### src/rtl/dds_timed_cmd_queue.sv
// dds_timed_cmd_queue
// Timestamped command FIFO feeding the GPO core. The head entry's timestamp
// is compared against the global timeline; a match is presented on gpo_data
// with a one-cycle counter_matched strobe, and stale entries are dropped and
// recorded as late.
module dds_timed_cmd_queue #(
    parameter  int unsigned FIFO_DEPTH = 16,
    localparam int unsigned CNT_W      = $clog2(FIFO_DEPTH) + 1
) (
    input  logic             clk,
    input  logic             reset,
    input  logic [63:0]      counter,
    input  logic             run,
    input  logic             flush,
    input  logic             wr_en,
    input  logic [127:0]     wr_data,
    input  logic             error_clear,
    output logic             full,
    output logic             empty,
    output logic [CNT_W-1:0] count,
    output logic             counter_matched,
    output logic [127:0]     gpo_data,
    output logic             overflow,
    output logic             late_error,
    output logic [127:0]     late_data
);

    localparam int unsigned AW = CNT_W - 1;

    logic [127:0]     mem [FIFO_DEPTH];
    logic [CNT_W-1:0] rd_ptr;
    logic [CNT_W-1:0] wr_ptr;

    logic [127:0] head;
    logic [63:0]  head_ts;
    logic         can_pop;
    logic         match;
    logic         late;
    logic         pop;
    logic         do_wr;
    logic         ovf_evt;

    // Occupancy status derived from the registered pointers
    always_comb begin
        count = wr_ptr - rd_ptr;
        empty = (wr_ptr == rd_ptr);
        full  = (wr_ptr[AW-1:0] == rd_ptr[AW-1:0]) && (wr_ptr[AW] != rd_ptr[AW]);
    end

    // Show-ahead head compare and write/pop qualification
    always_comb begin
        head    = mem[rd_ptr[AW-1:0]];
        head_ts = head[127:64];
        can_pop = run && !empty && !flush;
        match   = can_pop && (head_ts == counter);
        late    = can_pop && (head_ts < counter);
        pop     = match || late;
        do_wr   = wr_en && !full && !flush;
        ovf_evt = wr_en && full && !flush;
    end

    // Entry storage; contents need no reset since pointers define validity
    always_ff @(posedge clk) begin
        if (do_wr) begin
            mem[wr_ptr[AW-1:0]] <= wr_data;
        end
    end

    // Pointers, dispatch output and sticky error flags
    always_ff @(posedge clk) begin
        if (reset) begin
            rd_ptr          <= '0;
            wr_ptr          <= '0;
            counter_matched <= 1'b0;
            gpo_data        <= '0;
            overflow        <= 1'b0;
            late_error      <= 1'b0;
            late_data       <= '0;
        end else begin
            if (flush) begin
                rd_ptr <= wr_ptr;
            end else if (pop) begin
                rd_ptr <= rd_ptr + 1'b1;
            end
            if (do_wr) begin
                wr_ptr <= wr_ptr + 1'b1;
            end
            counter_matched <= match;
            if (match) begin
                gpo_data <= head;
            end
            if (late && !late_error) begin
                late_data <= head;
            end
            overflow   <= ovf_evt || (overflow && !error_clear);
            late_error <= late || (late_error && !error_clear);
        end
    end

endmodule

### config.mk
export PLATFORM = sky130hd
export DESIGN_NAME = dds_timed_cmd_queue
export DESIGN_NICKNAME = d
export VERILOG_FILES = /design/src/rtl/dds_timed_cmd_queue.sv
export SDC_FILE = /design/constraint.sdc
export NUM_CORES = 2
export LEC_CHECK = 0
export BUFFER_PORTS_ARGS = -buffer_cell sky130_fd_sc_hd__buf_2
export CAP_MARGIN = 20
export CORE_MARGIN = 2
export CORE_UTILIZATION = 55
export DETAILED_ROUTE_END_ITERATION = 7
export PLACE_DENSITY = 0.73
export SLEW_MARGIN = 40
export SYNTH_ARGS = -nofsm -noshare
export SYNTH_HDL_FRONTEND = slang
export SYNTH_SLANG_ARGS = --single-unit
### constraint.sdc
create_clock -name clk -period 15.3 [get_ports clk]
set_clock_uncertainty 0.1 [all_clocks]
set_input_delay 0.765 -clock clk [delete_from_list [all_inputs] [get_ports clk]]
set_output_delay 0.765 -clock clk [all_outputs]
set_load 0.005 [all_outputs]
==> run_results.csv <==
group,metric,value,unit
synth,syn_nets,4489,
clocking,cts-resized-gates,0,
drt,totalWireLength,209,mm
synth,syn_area,88300,sq um
finish,n_fill_cell,10727,
finish,nets,5040,
drt,viasPerCell,6.22,
synth,yosysWarnings,0,
sta,rsz0062_at_grt,"no",
floorplanning,fp-row-count,147,
sta,min_period,7.31,ns
finish,syn2layout_area_growth,13.8,%
floorplanning,fp.dieH,405,um
worst_hold_path,hold_end,"overflow",
sta,slew_viol_final,0,
synth,synth_top_cell_by_area,"edfxtp_1",
global_routing,gr-total-overflow,0,
power,max-vdd-ir-drop,0.000130,V
drt,first_iter_violations,4561,
critical_path,path_max_fanout,59,
sta,finalSetupTns,0,ns
sta,max_freq,137,MHz
clocking,cts_setup_buffers,0,
drt,ant_nets,0,
critical_path,rr_worst_depth,16,
finish,final_cell_area,101000,sq um
synth,synth_top_area_share,69.6,%
placed_design,dpl_cell_area,93500,sq um
clocking,h-tree-depth,4,
sta,fin_ws,7.99,ns
finish,final_cells,7057,
critical_path,critical_path_class,"flip-flop to flip-flop",
placed_design,portBuffers,463,
drt,num_vias,43902,
clocking,clock_latency,0.86,ns
synth,ys_seq_area_share,75.8,%
worst_hold_path,holdPathStages,3,
finish,ff_latch_area,67000,sq um
clocking,cts.sinks,2321,
finish,multi_input_area,20100,sq um
critical_path,end_kind,"flip-flop",
sta,worst_slew_pin_slew,0.990,ns
floorplanning,io_pins,464,
sta,fin_crit_sh,47.8,%
critical_path,r2r-end,"late_data[45]",
power,powerDensity,130,nW/um^2
run,cap_violations,0,
drt,drcViolationCount,0,
synth,ys_ff_latch,2321,
floorplanning,placeableCoreArea,160000,sq um
critical_path,worstPathArrival,7.90,ns
drt,drt_first_pass_iters,6,
synth,synth_area_leaders,"edfxtp_1, mux4_2, dfxtp_1",
synth,synthFlopType,"edfxtp_1",
sta,maxSlewHeadroom,34.0,%
global_routing,antenna_found_initial,46,
power,p_total,13.0,mW
synth,synth_edf_count,2048,
synth,syn_avg_cell_area,20.9,sq um
power,p_leak,33.3,nW
floorplanning,start_util,55.2,%
global_routing,grt_max_degree,93,
clocking,cts_buffer_depth,3,
sta,holdWs,0.113,ns
sta,hold_viol,0,
placed_design,dp_slack,7.82,ns
critical_path,critPathLaunchType,"flip-flop",
clocking,numCtsBuffers,221,
clocking,clk_pin_slew,0.06,ns
floorplanning,dieWidth,405,um
worst_hold_path,hold_class,"primary input to flip-flop",
synth,synth-async-reset-ratio,0,%
clocking,tritoncts,"yes",
drt,wl_per_cell,29.7,um
clocking,cts_hold_buf,0,
placed_design,dp_cells,6630,
clocking,cts-root-buf,"clkbuf_16",
finish,utilization,62.8,%
global_routing,grt_pass1_wl,304,mm
placed_design,hpwl,115,mm
sta,setup-violations-final,0,
finish,drive_gt1_share,30.5,%
synth,syn_inst,4217,
synth,ys_types,50,
global_routing,grt_pass1_vias,44475,
critical_path,critPathRequiredTime,15.89,ns
global_routing,track_usage,25.7,%
worst_hold_path,min_from,"wr_en",
floorplanning,dieArea,164000,sq um
run_status,status,"completed",
critical_path,r2r_setup_slack,7.99,ns
placed_design,gp_congestion,0.814,
-- state kept, by name, summed over array words and instances, names as in the netlist, named ones only --
register         count
overflow             1
late_data          128
counter_matched      1
rd_ptr               5
mem               2048
wr_ptr               5
gpo_data           128
late_error           1
-- cell usage after synthesis, types with 5 or more instances --
| master | count |
|---|---|
| edfxtp_1 | 2048 |
| buf_6 | 5 |
| ha_1 | 73 |
| buf_1 | 10 |
| a211oi_1 | 19 |
| nand3_1 | 6 |
| nand2_1 | 276 |
| nor3_1 | 9 |
| o21ai_0 | 15 |
| buf_4 | 18 |
| nand4_1 | 19 |
| a21oi_1 | 173 |
| clkbuf_1 | 109 |
| inv_1 | 80 |
| mux2i_1 | 146 |
| buf_2 | 72 |
| nor2_1 | 155 |
| buf_8 | 10 |
| nor4_1 | 6 |
| dfxtp_1 | 273 |
| nor2b_1 | 19 |
| mux4_2 | 623 |
-- worst max-delay path, stage by stage, from the launching register on --
cell     delay, ns
dfxtp_4       0.68
buf_12        0.30
buf_6         0.55
buf_6         0.53
mux4_2        0.58
mux4_2        0.55
ha_1          0.32
nand4_1       0.33
or3_1         0.59
a21o_1        0.21
a31oi_1       0.20
a31oi_1       0.13
nand3_4       0.56
buf_12        0.39
buf_16        0.33
mux2i_1       0.27
nor2_1        0.06
-- cell families (layout without fill, tap and decap cells) --
| family | Yosys count | after routing | synth area share [%] |
|---|---|---|---|
| other | 0 | 22 | 0 |
| adder cells (fa/ha/maj) | 74 | 74 | 1.06 |
| AND/OR/NAND/NOR | 507 | 507 | 2.39 |
| AO/OA/AOI/OAI | 234 | 234 | 1.47 |
| buffers and inverters | 304 | 1036 | 1.64 |
| flip-flops | 2321 | 2321 | 75.8 |
| multiplexers | 769 | 769 | 17.5 |
| XOR/XNOR | 8 | 8 | 0.0878 |
-- layout by cell type (no fill, tap or decap), types with 6 or more instances in the layout --
cell and n:
edfxtp_1 2048, mux4_2 623, buf_2 462, nand2_1 276, dfxtp_1 269, clkbuf_16 223, a21oi_1 173, mux2i_1 146
nor2_1 143, inv_1 80, ha_1 73, clkbuf_1 56, clkinv_1 43, buf_6 32, clkinv_2 29, buf_4 28
diode_2 22, nor2b_1 19, a211oi_1 19, nand4_1 19, buf_12 15, o21ai_0 14, clkbuf_8 14, buf_16 13
nor2_4 12, clkinvlp_4 12, bufinv_16 9, nor3_2 7, inv_16 6
-- power breakdown --
part | internal [mW] | switching [mW] | total, mW
registers | 6.94 | 0.0314 | 6.97
clock network | 2.91 | 2.31 | 5.22
logic | 0.362 | 0.469 | 0.831
total | 10.2 | 2.81 | 13.0
-- cell type report --
cell class                 count  share of cell area (%)
sequential                  2321                    66.6
multi-input combinational   1592                    20.0
clock buffer                 293                    5.95
timing repair buffer         552                    3.55
tap                         2086                    2.60
clock inverter               111                   0.949
inverter                      80                   0.299
antenna                       22                  0.0548
-- worst max-delay path by stage --
| stage | end |
|---|---|
| final | late_data[45] |
| after global routing | late_data[35] |
| after CTS | late_data[32] |
| after detailed placement | late_data[45] |
| after global placement | late_data[48] |
| after floorplan | mem[3][0] |
-- layer usage --
metal | track usage (%) | vias to the layer above | wire (um)
met5 | 0 | - | 155
met4 | 8.79 | 26 | 6660
met3 | 4.34 | 375 | 15300
met2 | 41.8 | 1826 | 105000
met1 | 35.7 | 23359 | 82700
li1 | - | 18316 | -
Note: power is estimated with default switching activity, not from simulation.
